[src/rtl/c5_divider.sv]
// rtl/c5_divider.sv - iterative radix-2 restoring divider, one quotient bit per clock.
// Optional feature macro: C5_DIVIDER_SIGNED_EN (signed operand support).
module c5_divider #(
  parameter int WIDTH = 32
) (
  input  logic             I_clk,
  input  logic             I_reset_n,
  input  logic             I_start,
  input  logic             I_signed,
  input  logic [WIDTH-1:0] I_a,
  input  logic [WIDTH-1:0] I_b,
  output logic             O_busy,
  output logic             O_done,
  output logic [WIDTH-1:0] O_quotient,
  output logic [WIDTH-1:0] O_remainder,
  output logic             O_div_zero
);

  localparam int CW = $clog2(WIDTH);

  typedef enum logic [1:0] {S_IDLE, S_CALC, S_FINISH} state_t;

  state_t           r_state;
  state_t           w_state_nxt;
  logic [CW-1:0]    r_count;
  logic [WIDTH-1:0] r_rem;
  logic [WIDTH-1:0] r_q;
  logic [WIDTH-1:0] r_div;
  logic [WIDTH-1:0] r_a;
  logic             r_done;
  logic             r_div_zero;
  logic [WIDTH-1:0] r_quotient;
  logic [WIDTH-1:0] r_remainder;

  logic             w_accept;
  logic [WIDTH:0]   w_shift;
  logic [WIDTH:0]   w_trial;
  logic [WIDTH-1:0] w_a_abs;
  logic [WIDTH-1:0] w_b_abs;
  logic [WIDTH-1:0] w_q_fix;
  logic [WIDTH-1:0] w_r_fix;

`ifdef C5_DIVIDER_SIGNED_EN
  logic r_neg_q;
  logic r_neg_r;
  logic w_a_neg;
  logic w_b_neg;

  assign w_a_neg = I_signed & I_a[WIDTH-1];
  assign w_b_neg = I_signed & I_b[WIDTH-1];
  assign w_a_abs = w_a_neg ? (~I_a + 1'b1) : I_a;
  assign w_b_abs = w_b_neg ? (~I_b + 1'b1) : I_b;
  assign w_q_fix = r_neg_q ? (~r_q + 1'b1) : r_q;
  assign w_r_fix = r_neg_r ? (~r_rem + 1'b1) : r_rem;

  always_ff @(posedge I_clk or negedge I_reset_n) begin
    if (!I_reset_n) begin
      r_neg_q <= 1'b0;
      r_neg_r <= 1'b0;
    end else if (w_accept) begin
      r_neg_q <= w_a_neg ^ w_b_neg;
      r_neg_r <= w_a_neg;
    end
  end
`else
  logic w_unused_signed;

  assign w_unused_signed = I_signed;
  assign w_a_abs         = I_a;
  assign w_b_abs         = I_b;
  assign w_q_fix         = r_q;
  assign w_r_fix         = r_rem;
`endif

  assign w_accept = (r_state == S_IDLE) && I_start;
  // Trial subtraction in WIDTH+1 bits: bit WIDTH set means a borrow occurred.
  assign w_shift  = {r_rem, r_q[WIDTH-1]};
  assign w_trial  = w_shift - {1'b0, r_div};

  always_comb begin
    w_state_nxt = r_state;
    case (r_state)
      S_IDLE:   if (I_start) w_state_nxt = S_CALC;
      S_CALC:   if (r_count == '0) w_state_nxt = S_FINISH;
      S_FINISH: w_state_nxt = S_IDLE;
      default:  w_state_nxt = S_IDLE;
    endcase
  end

  always_ff @(posedge I_clk or negedge I_reset_n) begin
    if (!I_reset_n) begin
      r_state     <= S_IDLE;
      r_count     <= '0;
      r_rem       <= '0;
      r_q         <= '0;
      r_div       <= '0;
      r_a         <= '0;
      r_done      <= 1'b0;
      r_div_zero  <= 1'b0;
      r_quotient  <= '0;
      r_remainder <= '0;
    end else begin
      r_state <= w_state_nxt;
      r_done  <= (r_state == S_FINISH);
      case (r_state)
        S_IDLE: begin
          if (I_start) begin
            r_count <= CW'(WIDTH - 1);
            r_rem   <= '0;
            r_q     <= w_a_abs;
            r_div   <= w_b_abs;
            r_a     <= I_a;
          end
        end
        S_CALC: begin
          r_count <= r_count - 1'b1;
          if (!w_trial[WIDTH]) begin
            r_rem <= w_trial[WIDTH-1:0];
            r_q   <= {r_q[WIDTH-2:0], 1'b1};
          end else begin
            r_rem <= w_shift[WIDTH-1:0];
            r_q   <= {r_q[WIDTH-2:0], 1'b0};
          end
        end
        S_FINISH: begin
          // A zero divisor bypasses the sign fixup: all-ones quotient, dividend as remainder.
          if (r_div == '0) begin
            r_quotient  <= '1;
            r_remainder <= r_a;
            r_div_zero  <= 1'b1;
          end else begin
            r_quotient  <= w_q_fix;
            r_remainder <= w_r_fix;
            r_div_zero  <= 1'b0;
          end
        end
        default: ;
      endcase
    end
  end

  assign O_busy      = (r_state != S_IDLE);
  assign O_done      = r_done;
  assign O_quotient  = r_quotient;
  assign O_remainder = r_remainder;
  assign O_div_zero  = r_div_zero;

endmodule

[config.mk]
export PLATFORM = sky130hd
export DESIGN_NAME = c5_divider
export DESIGN_NICKNAME = d
export VERILOG_FILES = /design/src/rtl/c5_divider.sv
export SDC_FILE = /design/constraint.sdc
export NUM_CORES = 1
export LEC_CHECK = 0
export ABC_AREA = 1
export CELL_PAD_IN_SITES_DETAIL_PLACEMENT = 1
export CELL_PAD_IN_SITES_GLOBAL_PLACEMENT = 2
export CORE_UTILIZATION = 29
export DETAILED_ROUTE_END_ITERATION = 7
export PLACE_DENSITY_LB_ADDON = 0.1
export SYNTH_ARGS = -nofsm -noshare
export SYNTH_HDL_FRONTEND = slang
export SYNTH_SLANG_ARGS = --single-unit
[constraint.sdc]
create_clock -name I_clk -period 2.5 [get_ports I_clk]
set_clock_uncertainty 0.15 [all_clocks]
set_input_delay 0.5 -clock I_clk [delete_from_list [all_inputs] [get_ports I_clk]]
set_output_delay 0.5 -clock I_clk [all_outputs]
set_load 0.01 [all_outputs]
==> impl_results.md <==
- Reg-to-Reg Start: r_q[31]
- Largest net degree at the start of global routing: 67
- Vias/cell: 4.569
- Clock latency on the worst-skew pair: 0.54 ns
- Post-placement cell count: 2143
- Starting density of the core: 29.59%
- Post-route setup TNS: 0 ns
- DP Wirelength: 28.08 mm
- Met1 wire length: 17.59 mm
- Critical path's slowest cell: dfrtp_1
- Yosys warning count: 0
- Leak Pwr: 7.417 nW
- Power Dens Cells: 1550 nW/um^2
- CTS root buf: clkbuf_16
- Chip Width: 195.5 um
- Synthesized flop and latch total: 201
- Vias in the first global route: 10490
- Final setup violation count: 0
- Fin. max-slew vios: 0
- Antenna diode count: 0
- Post-synth EDFFs: 0
- Via Count: 10020
- Worst path cell trace: inv_2 > ha_4 > inv_2 > fa_2 > nand2_2 > nand2_2 > nand3_2 > nand2_2 > nand2_2 > nand2_4 > nand2_4 > nand2_4 > nand2_4 > nand2_8 > nand2_4 > buf_6 > nand2_1 > nand2_1 > nand2_1
- Routability cong.: 0.8032
- Setup crit start: r_q[31]
- Element type at the critical path start: flop
- Crit path capture type: flop
- Core Util, Final: 39.56%
- CP dominant cell by count: nand2_4
- CP peak stage delay: 0.40 ns
- Met3 WL: 819 um
- Synth cell count leaders: nand2_1, inv_1, dfrtp_1
- 1st-pass router iterations: 4
- CTS sink cnt: 201
- Io pins: 135
- Slew margin rel.: 55.47%
- Async S/R FF share, synth: 100.0%
- Net count, final: 1809
- RSZ-0062 raised after global routing: true
- Die height: 195.5 um
- Seq/Total Area, Yosys: 46.32%
- Synth Net Count: 1607
- VDD IR max: 0.7655 mV
- Routed Antenna Nets: 0
- Rows: 70
- Leading area contributor after synthesis: dfrtp_1
- H-tree depth: 1
- Outcome: completed
- Power, Total: 22.50 mW
- TritonCTS Buffers: 25
- Top cell type's share of synthesized area: 46.32%
- Post-synth top flop: dfrtp_1
- Final worst path period share: 97.45%
- Mean Syn Cell Area: 7.219 um^2
- HP Class: input pin to asynchronous set/reset pin
- Longest Clk Path Bufs: 3
- Placeable Area: 36700 um^2
- Syn Std Cell Area: 10860 um^2
- CTS tree: built
- Slew @ Worst Pin: 0.6679 ns
- Max cap viols: 0
- DRC viols: 0
- First-pass GRT wire length: 58.48 mm
- R2R cell count: 19
- CP Class: flop to flop
- Gr ovfl total: 0
- Die area: 38220 um^2
- Detailed Route Iter0 Violations: 301
- Final Non-Filler Cells: 2192
- Ranking of synthesized cells by area: dfrtp_1, nand2_1, inv_1
- Worst EP arrival: 2.69 ns
- GRT Util Overall: 19.58%
- Clk slew on worst S/H paths: 0.06 ns
- Highest metal used: met4
- WL met2: 17.82 mm
- Share of cells above drive strength 1: 12.06%
- Max Fclk: 0.4105 GHz
- Synth Instances: 1504
- Final Hold Fails: 0
- Synth unique cells: 34
- Initial antenna violation count: 0
- CP max FO: 6
- Period minus WS final: 2.436 ns
- Worst Path Required: 2.76 ns
- WL/cell: 16.80 um
- Routed wire length: 36.82 mm
- Port Buf Inserts: 133
- Layout Area Growth over Synthesis: 33.72%
- Top-count cell post-synth: nand2_1
-- sequential cells by signal, summed over array words and instances, names as in the netlist --
register / cells
O_div_zero: 1
O_remainder: 32
r_rem: 32
r_state: 2
r_count: 5
r_q: 32
r_div: 32
r_a: 32
O_quotient: 32
O_done: 1
-- cell type report --
class | count | area, um^2
well taps | 468 | 585.6
fillers | 4503 | 22180
flip-flops and latches | 201 | 5031
clock buffers | 36 | 706.9
clock inverters | 9 | 81.33
inverters | 226 | 849.6
multi-input cells | 1025 | 5065
repair buffers | 227 | 2200
-- placed cells by master, fill, tap and decap left out, types with 5 or more instances in the layout --
master / instances
ha_4: 8
nand4_1: 9
o211ai_1: 30
clkinv_2: 5
nand3_1: 49
nand2_4: 5
nor2_4: 6
nand2_1: 554
buf_6: 5
nand3_2: 5
clkbuf_1: 7
nor2_1: 104
nand3b_1: 5
xnor2_1: 13
nand2_2: 26
inv_2: 6
clkbuf_8: 5
buf_4: 77
a21oi_1: 45
nor2_2: 7
nor3_1: 7
o21ai_0: 103
clkdlybuf4s50_1: 132
dfrtp_1: 200
ha_1: 23
inv_1: 218
nor4_1: 5
clkbuf_16: 26
buf_12: 9
-- through the flow --
step | hold WS [ns] | instance area, um^2 | worst slack, ns
after floorplan | 0.05441 | 10860 | 0.1631
after global placement | 0.3156 | 13340 | -0.1563
after detailed placement | 0.3199 | 13340 | -0.1896
after CTS | 0.3136 | 14190 | 0.006998
after global routing | 0.3455 | 14520 | -0.1132
final | 0.3247 | 14520 | 0.06383
-- report_power, final --
group | switching, mW | internal (mW)
logic | 8.15 | 5.54
registers | 0.826 | 4.48
clock network | 1.45 | 2.06
total | 10.4 | 12.1
-- what timing repair did --
| action | 4_1_cts | 5_1_grt |
|---|---|---|
| hold buffers | 1 | 0 |
| pin swaps | 3 | 16 |
| buffers inserted | 0 | 1 |
| endpoints found under the setup margin | 96 | 64 |
| resized for setup | 13 | 67 |
| cloned | 0 | 2 |
| hold endpoints to repair | 38 | 0 |
-- path summary, 6_finish.rpt --
check | to | slack (ns)
min | O_quotient[6] | 0.32
max in group asynchronous | r_rem[1] | 1.18
min reg2reg | r_a[9] | 0.33
max reg2reg | r_rem[28] | 0.06
max | r_rem[28] | 0.06
min in group I_clk | r_a[9] | 0.33
-- critical path: cells and delay by family (launching register included) --
| kind | cells | cell delay (ns) |
|---|---|---|
| buf+inv | 3 | 0.23 |
| flops | 1 | 0.40 |
| fa+ha+maj | 2 | 0.53 |
| simple gates | 14 | 1.00 |
-- cell families (layout without fill, tap and decap cells) --
family,count (synthesis),in the layout,synth area share (%)
AO/OA/AOI/OAI,188,188,9.507
XOR/XNOR,15,15,1.210
adder cells (fa/ha/maj),35,35,4.102
buffers and inverters,278,498,9.979
flip-flops,201,201,46.32
AND/OR/NAND/NOR,787,787,28.88
-- layer usage --
layer	vias up	track usage, %
met5	-	0
met4	0	3.383
met3	31	2.073
met2	107	34.25
met1	4835	26.28
li1	5043	-
No activity file was read; power rests on OpenSTA's default activity.
